File: config.mk
export PLATFORM = sky130hd
export DESIGN_NAME = fft_seq_ctrl
export DESIGN_NICKNAME = d
export VERILOG_FILES = /design/src/rtl/fft_pkg.sv /design/src/rtl/fft_wb_pipe.sv /design/src/rtl/fft_seq_ctrl.sv
export SDC_FILE = /design/constraint.sdc
export NUM_CORES = 1
export LEC_CHECK = 0
export ABC_CLOCK_PERIOD_IN_PS = 3000
export BUFFER_PORTS_ARGS = -buffer_cell sky130_fd_sc_hd__buf_2
export CAP_MARGIN = 10
export CORE_AREA = 2 2 70 99
export CTS_CLUSTER_DIAMETER = 100
export DETAILED_ROUTE_END_ITERATION = 10
export DIE_AREA = 0 0 72 101
export GPL_TIMING_DRIVEN = 0
export SETUP_SLACK_MARGIN = 0.15
export SLEW_MARGIN = 20
export SYNTH_ARGS = -nofsm -noshare
export SYNTH_HDL_FRONTEND = slang
export SYNTH_SLANG_ARGS = --single-unit
File: constraint.sdc
create_clock -name clk -period 3 [get_ports clk]
set_clock_uncertainty 0.1 [all_clocks]
set_input_delay 0.15 -clock clk [delete_from_list [all_inputs] [get_ports clk]]
set_output_delay 0.15 -clock clk [all_outputs]
set_load 0.1 [all_outputs]
File: src/rtl/fft_pkg.sv
// Shared types and address math for the radix-2 DIT FFT sequencer.
package fft_pkg;

    typedef enum logic [1:0] {
        IDLE  = 2'd0,
        ISSUE = 2'd1,
        DRAIN = 2'd2,
        DONE  = 2'd3
    } state_t;

    // Pass A uses +W and writes the top output, pass B uses -W and writes the bottom one.
    localparam logic PASS_A = 1'b0;
    localparam logic PASS_B = 1'b1;

    // Widest supported transform; address fields are sized for it and cut down by the user.
    localparam int MAX_LOG2N = 10;

    typedef struct packed {
        logic [MAX_LOG2N-1:0] top;
        logic [MAX_LOG2N-1:0] bot;
        logic [MAX_LOG2N-1:0] tw;
    } bfly_addr_t;

    // Operand and twiddle addresses of butterfly b in stage s of a 2^log2n point transform.
    function automatic bfly_addr_t bfly_addr(input int s, input int b, input int log2n);
        int         half;
        int         pos;
        int         top;
        bfly_addr_t a;
        half  = 1 << s;
        pos   = b & (half - 1);
        top   = ((b >> s) << (s + 1)) | pos;
        a.top = MAX_LOG2N'(top);
        a.bot = MAX_LOG2N'(top + half);
        a.tw  = MAX_LOG2N'(pos << (log2n - 1 - s));
        return a;
    endfunction

endpackage

File: src/rtl/fft_wb_pipe.sv
// LAT-deep delay line carrying {valid, destination} from issue to write-back.
module fft_wb_pipe #(
    parameter int LAT = 6,
    parameter int AW  = 4
) (
    input  logic          clk,
    input  logic          rst_n,
    input  logic          clear,
    input  logic          in_valid,
    input  logic [AW-1:0] in_addr,
    output logic          out_valid,
    output logic [AW-1:0] out_addr,
    output logic          pending
);

    logic [LAT-1:0] vld_q;
    logic [AW-1:0]  addr_q [LAT];

    // Shift one stage per cycle; clear drops every in-flight write.
    always_ff @(posedge clk or negedge rst_n) begin
        if (!rst_n) begin
            vld_q <= '0;
            // NOTE: the address lanes are reset too because they drive wr_addr directly, which must read 0 out of reset.
            for (int i = 0; i < LAT; i++) addr_q[i] <= '0;
        end else if (clear) begin
            vld_q <= '0;
        end else begin
            vld_q[0]  <= in_valid;
            addr_q[0] <= in_addr;
            for (int i = 1; i < LAT; i++) begin
                vld_q[i]  <= vld_q[i-1];
                addr_q[i] <= addr_q[i-1];
            end
        end
    end

    assign out_valid = vld_q[LAT-1];
    assign out_addr  = addr_q[LAT-1];

    // Writes still behind the output stage; zero means the current out_valid is the last one.
    if (LAT > 1) begin : g_pending
        assign pending = |vld_q[LAT-2:0];
    end else begin : g_no_pending
        assign pending = 1'b0;
    end

endmodule

File: src/rtl/fft_seq_ctrl.sv
// Address/strobe sequencer driving one butterfly core through an in-place ping-pong FFT.
module fft_seq_ctrl
    import fft_pkg::*;
#(
    parameter int LOG2N = 4,
    parameter int LAT   = 6,
    parameter int GAP   = 2
) (
    input  logic             clk,
    input  logic             rst_n,
    input  logic             start,
    input  logic             abort,
    output logic             ena_fft_core,
    output logic             ena_mul_fp_clk,
    output logic             ena_add_fp_clk,
    output logic [LOG2N-1:0] rd_addr_x,
    output logic [LOG2N-1:0] rd_addr_y,
    output logic [LOG2N-2:0] tw_addr,
    output logic             w_neg,
    output logic             rd_bank,
    output logic             wr_en,
    output logic [LOG2N-1:0] wr_addr,
    output logic             busy,
    output logic             done
);

    localparam int N      = 1 << LOG2N;
    localparam int HALF_N = N / 2;
    localparam int SW     = $clog2(LOG2N);
    localparam int BW     = LOG2N - 1;
    localparam int TW     = LOG2N - 1;
    localparam int GW     = (GAP > 1) ? $clog2(GAP) : 1;

    state_t          state;
    logic [SW-1:0]   stage;
    logic [BW-1:0]   bfly;
    logic            pass;
    logic [GW-1:0]   slot;

    logic [SW-1:0]   iss_stage;
    logic [BW-1:0]   iss_bfly;
    logic            iss_pass;
    bfly_addr_t      iss_addr;
    logic            slot_end;
    logic            last_issue;
    logic            last_stage;
    logic            abort_hit;
    logic            issue_now;
    logic            pipe_pending;
    logic [LOG2N-1:0] wb_dest;

    assign slot_end   = (slot == GW'(GAP - 1));
    assign last_issue = (pass == PASS_B) && (bfly == BW'(HALF_N - 1));
    assign last_stage = (stage == SW'(LOG2N - 1));
    assign abort_hit  = abort && (state != IDLE);

    // Coordinates and addresses of the pass that would be issued next.
    always_comb begin
        // NOTE: every always_comb output gets a default first so no path leaves it unassigned (no latch).
        iss_stage = stage;
        iss_bfly  = bfly;
        iss_pass  = PASS_A;
        issue_now = 1'b0;
        case (state)
            IDLE: begin
                iss_stage = '0;
                iss_bfly  = '0;
                issue_now = start;
            end
            DRAIN: begin
                iss_stage = stage + 1'b1;
                iss_bfly  = '0;
                issue_now = !pipe_pending && !last_stage;
            end
            ISSUE: begin
                if (pass == PASS_A) iss_pass = PASS_B;
                else                iss_bfly = bfly + 1'b1;
                issue_now = slot_end && !last_issue;
            end
            default: ;
        endcase
        iss_addr = bfly_addr(int'(iss_stage), int'(iss_bfly), LOG2N);
    end

    // Main FSM with registered outputs; abort beats every other transition.
    always_ff @(posedge clk or negedge rst_n) begin
        if (!rst_n) begin
            state          <= IDLE;
            stage          <= '0;
            bfly           <= '0;
            pass           <= PASS_A;
            slot           <= '0;
            ena_fft_core   <= 1'b0;
            ena_mul_fp_clk <= 1'b0;
            rd_addr_x      <= '0;
            rd_addr_y      <= '0;
            tw_addr        <= '0;
            w_neg          <= 1'b0;
            rd_bank        <= 1'b0;
            busy           <= 1'b0;
            done           <= 1'b0;
        end else if (abort_hit) begin
            state          <= IDLE;
            slot           <= '0;
            ena_fft_core   <= 1'b0;
            ena_mul_fp_clk <= 1'b0;
            busy           <= 1'b0;
            done           <= 1'b0;
        end else begin
            // NOTE: non-blocking assignments throughout; a later <= in the same block overrides the default above it.
            ena_mul_fp_clk <= issue_now;
            done           <= 1'b0;
            if (issue_now) begin
                stage     <= iss_stage;
                bfly      <= iss_bfly;
                pass      <= iss_pass;
                slot      <= '0;
                rd_addr_x <= LOG2N'(iss_addr.top);
                rd_addr_y <= LOG2N'(iss_addr.bot);
                tw_addr   <= TW'(iss_addr.tw);
                w_neg     <= iss_pass;
            end else if (state == ISSUE) begin
                slot <= slot_end ? '0 : slot + 1'b1;
            end
            case (state)
                IDLE: begin
                    if (start) begin
                        state        <= ISSUE;
                        busy         <= 1'b1;
                        ena_fft_core <= 1'b1;
                        rd_bank      <= 1'b0;
                    end
                end
                ISSUE: begin
                    if (slot_end && last_issue) state <= DRAIN;
                end
                DRAIN: begin
                    if (!pipe_pending) begin
                        if (last_stage) begin
                            state        <= DONE;
                            ena_fft_core <= 1'b0;
                            done         <= 1'b1;
                        end else begin
                            state   <= ISSUE;
                            rd_bank <= ~rd_bank;
                        end
                    end
                end
                DONE: begin
                    state <= IDLE;
                    busy  <= 1'b0;
                end
                default: state <= IDLE;
            endcase
        end
    end

    // Adder strobe trails the multiplier strobe by one cycle.
    always_ff @(posedge clk or negedge rst_n) begin
        if (!rst_n) ena_add_fp_clk <= 1'b0;
        else        ena_add_fp_clk <= ena_mul_fp_clk;
    end

    // Pass A lands on the top element, pass B on the bottom one.
    assign wb_dest = w_neg ? rd_addr_y : rd_addr_x;

    fft_wb_pipe #(
        .LAT (LAT),
        .AW  (LOG2N)
    ) u_wb_pipe (
        .clk       (clk),
        .rst_n     (rst_n),
        .clear     (abort_hit),
        .in_valid  (ena_mul_fp_clk),
        .in_addr   (wb_dest),
        .out_valid (wr_en),
        .out_addr  (wr_addr),
        .pending   (pipe_pending)
    );

endmodule

==> flow_metrics.py <==
metrics = {
    "setup_path": {
        "worstRegToRegCells": 13,
        "start_kind": "flip-flop",
        "reg2reg_from": "stage[1]$_DFFE_PN0P_",
        "crit_fanout": 6,
        "worstSetupEndpointType": "flip-flop",
        "r2r_slack_ns": 0.22,
        "critical_path_class": "reg -> reg",
        "critPathRequiredTime_ns": 3.11,
        "r2r-end": "rd_addr_y[3]$_DFFE_PN0P_",
        "crit_arrival_ns": 2.89,
    },
    "min_path": {
        "holdPathStages": 2,
        "holdCritPathClass": "in -> reg",
        "min-delay-start": "start",
        "min_to": "ena_fft_core$_DFFE_PN0P_",
    },
    "place": {
        "place.gp.congestion": 0.858,
        "placed_area_um2": 3050,
        "dp_hpwl_um": 3880,
        "io_buffers": 26,
        "dpl.cell_count": 348,
    },
    "global_routing": {
        "grt_pass1_vias": 1942,
        "track_usage_pct": 16.7,
        "grt_max_degree": 57,
        "antenna_found_initial": 0,
        "grt_pass1_wl_um": 9480,
        "grt_overflow_total": 0,
    },
    "timing": {
        "min_period_over_period_pct": 92.6,
        "rsz0062_at_grt": "yes",
        "fmax_mhz": 360,
        "fin_crit_ns": 2.78,
        "slew_headroom_pct": 52.7,
        "slew_viol_final": 0,
        "worst_pin_slew_ns": 0.709,
        "hold_viol_final": 0,
        "setup_viol": 0,
    },
    "yosys": {
        "avgSynthCellArea_um2": 11.2,
        "syn-cell-area_um2": 2780,
        "yosysSeqAreaShare_pct": 50.3,
        "yosys_warnings": 0,
        "ys_seq_elements": 56,
        "synth_cell_type_count": 52,
        "syn_inst": 248,
        "synth_edf_count": 0,
        "async_flop_share_pct": 100,
        "ys.flop_type": "dfrtp_1",
        "synth_nets": 263,
    },
    "drt": {
        "vias": 2000,
        "wl_per_cell_um": 15.3,
        "drc": 0,
        "routed_wl_um": 5710,
        "ant_nets": 0,
        "drt-pass1-iter-count": 4,
        "vias_per_cell": 5.36,
        "drt_iter0_markers": 113,
    },
    "cts": {
        "cts_tree": "built",
        "cts_buffer_depth": 2,
        "cts_sinks": 56,
        "clk_latency_ns": 0.31,
        "htree_levels": 2,
        "cts.reportedPaths.clkPinSlew_ns": 0.11,
        "root_buffer": "clkbuf_8",
        "numCtsBuffers": 5,
    },
    "floorplanning": {
        "start_util_pct": 43.2,
        "ios": 27,
        "die_w_um": 72,
        "die_h_um": 101,
        "core_um2": 6440,
        "fp-row-count": 35,
        "die-area_um2": 7270,
    },
    "pwr": {
        "ir_drop_uv": 368,
        "p_per_area_nw_per_um2": 772,
        "p_leak_nw": 1.64,
    },
    "outcome": {
        "status": "finished, final reports clean",
    },
    "finish": {
        "antenna_cells": 0,
        "drive_above_1_share_pct": 38.5,
        "nets": 313,
        "layout_commonest_cell": "dfrtp_1",
        "final_area_um2": 3370,
        "mostFrequentLayoutCells": "dfrtp_1, nand2_1, buf_2",
        "area_growth_pct": 21.1,
        "layout.cells.non_filler": 373,
    },
    "run": {
        "max_cap_violations": 0,
    },
}
==> synth_stat cells, drive strengths merged, types with 2 or more instances <==
library cell  instances  area (µm²)
mux2                 25         285
nor3                  3        15.0
and2                  8        50.1
xnor2                 3        26.3
inv                   7        26.3
a31oi                 2        12.5
nand4b                2        17.5
buf                  12        93.8
a21oi                 8        40.0
nor2b                 3        18.8
o21ai                12        67.6
ha                   10         125
clkbuf                4        15.0
dfrtp                56        1400
xor2                  2        17.5
a22oi                 2        15.0
a21o                  2        15.0
or3                   4        25.0
a22o                  3        26.3
mux2i                 7        73.8
o41ai                 2        32.5
nand3                 2        10.0
nor2                 13        48.8
nand2                36         135
==> per-stage QoR <==
stage / utilization [%] / hold WS (ns) / TNS, ns / power, mW / setup slack, ns
after detailed placement: 47.4 / 0.156 / -0.149 / 2.16 / -0.149
after floorplan: - / -0.246 / 0 / 1.96 / 0.151
after global routing: 52.4 / 0.0211 / 0 / 2.74 / 0.135
after global placement: 47.4 / 0.295 / -0.132 / 2.14 / -0.132
after CTS: 50.4 / 0.0101 / 0 / 2.61 / 0.151
final: 52.4 / 0.0160 / 0 / 2.60 / 0.221
==> where the power goes <==
group / internal, mW / total, mW / switching (mW)
clock: 0.171 / 0.437 / 0.266
combinational: 0.341 / 1.13 / 0.787
sequential: 0.935 / 1.04 / 0.102
==> timing repair <==
action                                  4_1_cts  5_1_grt
endpoints found under the setup margin        3        3
pin swaps                                     2        9
endpoints found under the hold margin        57        0
hold buffers                                  2        0
gates resized for setup                      10       14
buffers inserted                              6        9
==> worst max-delay path, stage by stage, from the launching register on <==
cell and delay, ns:
dfrtp_2 0.45, ha_4 0.24, a22o_4 0.27, inv_6 0.09
ha_4 0.15, nor2_1 0.06, or2_4 0.25, a32oi_2 0.19
o21ai_2 0.09, ha_1 0.27, a21o_1 0.19, a21oi_2 0.13
xnor2_1 0.13, o21ai_1 0.08
==> how the worst max path moves through the flow <==
stage / from / to / cells after the start
floorplan: stage[1]$_DFFE_PN0P_ / rd_addr_y[3]$_DFFE_PN0P_ / 10
global placement: state[1]$_DFFE_PN0P_ / rd_addr_y[3]$_DFFE_PN0P_ / 13
detailed placement: state[1]$_DFFE_PN0P_ / rd_addr_y[3]$_DFFE_PN0P_ / 13
CTS: stage[0]$_DFFE_PN0P_ / rd_addr_y[3]$_DFFE_PN0P_ / 12
global route: state[0]$_DFFE_PN0P_ / rd_addr_y[3]$_DFFE_PN0P_ / 12
finish: stage[1]$_DFFE_PN0P_ / rd_addr_y[3]$_DFFE_PN0P_ / 13
==> cells by family after synthesis <==
family	Yosys count	share of synthesized area, %
AND/OR/NAND/NOR	77	13.3
flip-flops	56	50.3
AO/OA/AOI/OAI	43	11.5
multiplexers	32	12.9
buffers and inverters	23	4.85
adder cells (fa/ha/maj)	12	5.57
XOR/XNOR	5	1.57
==> layer usage <==
layer,global-route usage (%),wire length (µm)
met3,3.10,167
met2,29.1,2960
met5,0,0
met4,6.53,110
met1,20.2,2470
==> registers in the layout, summed over array words and instances, names as in the netlist <==
signal / cells
bfly: 3
busy: 1
done: 1
ena_add_fp_clk: 1
ena_fft_core: 1
ena_mul_fp_clk: 1
pass: 1
rd_addr_x: 4
rd_addr_y: 4
rd_bank: 1
slot: 1
stage: 2
state: 2
tw_addr: 3
u_wb_pipe.addr_q: 20
u_wb_pipe.out_addr: 4
u_wb_pipe.vld_q: 6
==> area by class of cell <==
cell class | instances | area (µm²)
inverter | 7 | 36.3
timing repair buffer | 43 | 265
fill | 573 | 3070
sequential | 56 | 1410
buffer | 16 | 126
multi-input combinational | 169 | 1350
clock inverter | 3 | 25.0
tap | 74 | 92.6
clock buffer | 5 | 68.8
No activity file was read; power rests on OpenSTA's default activity.
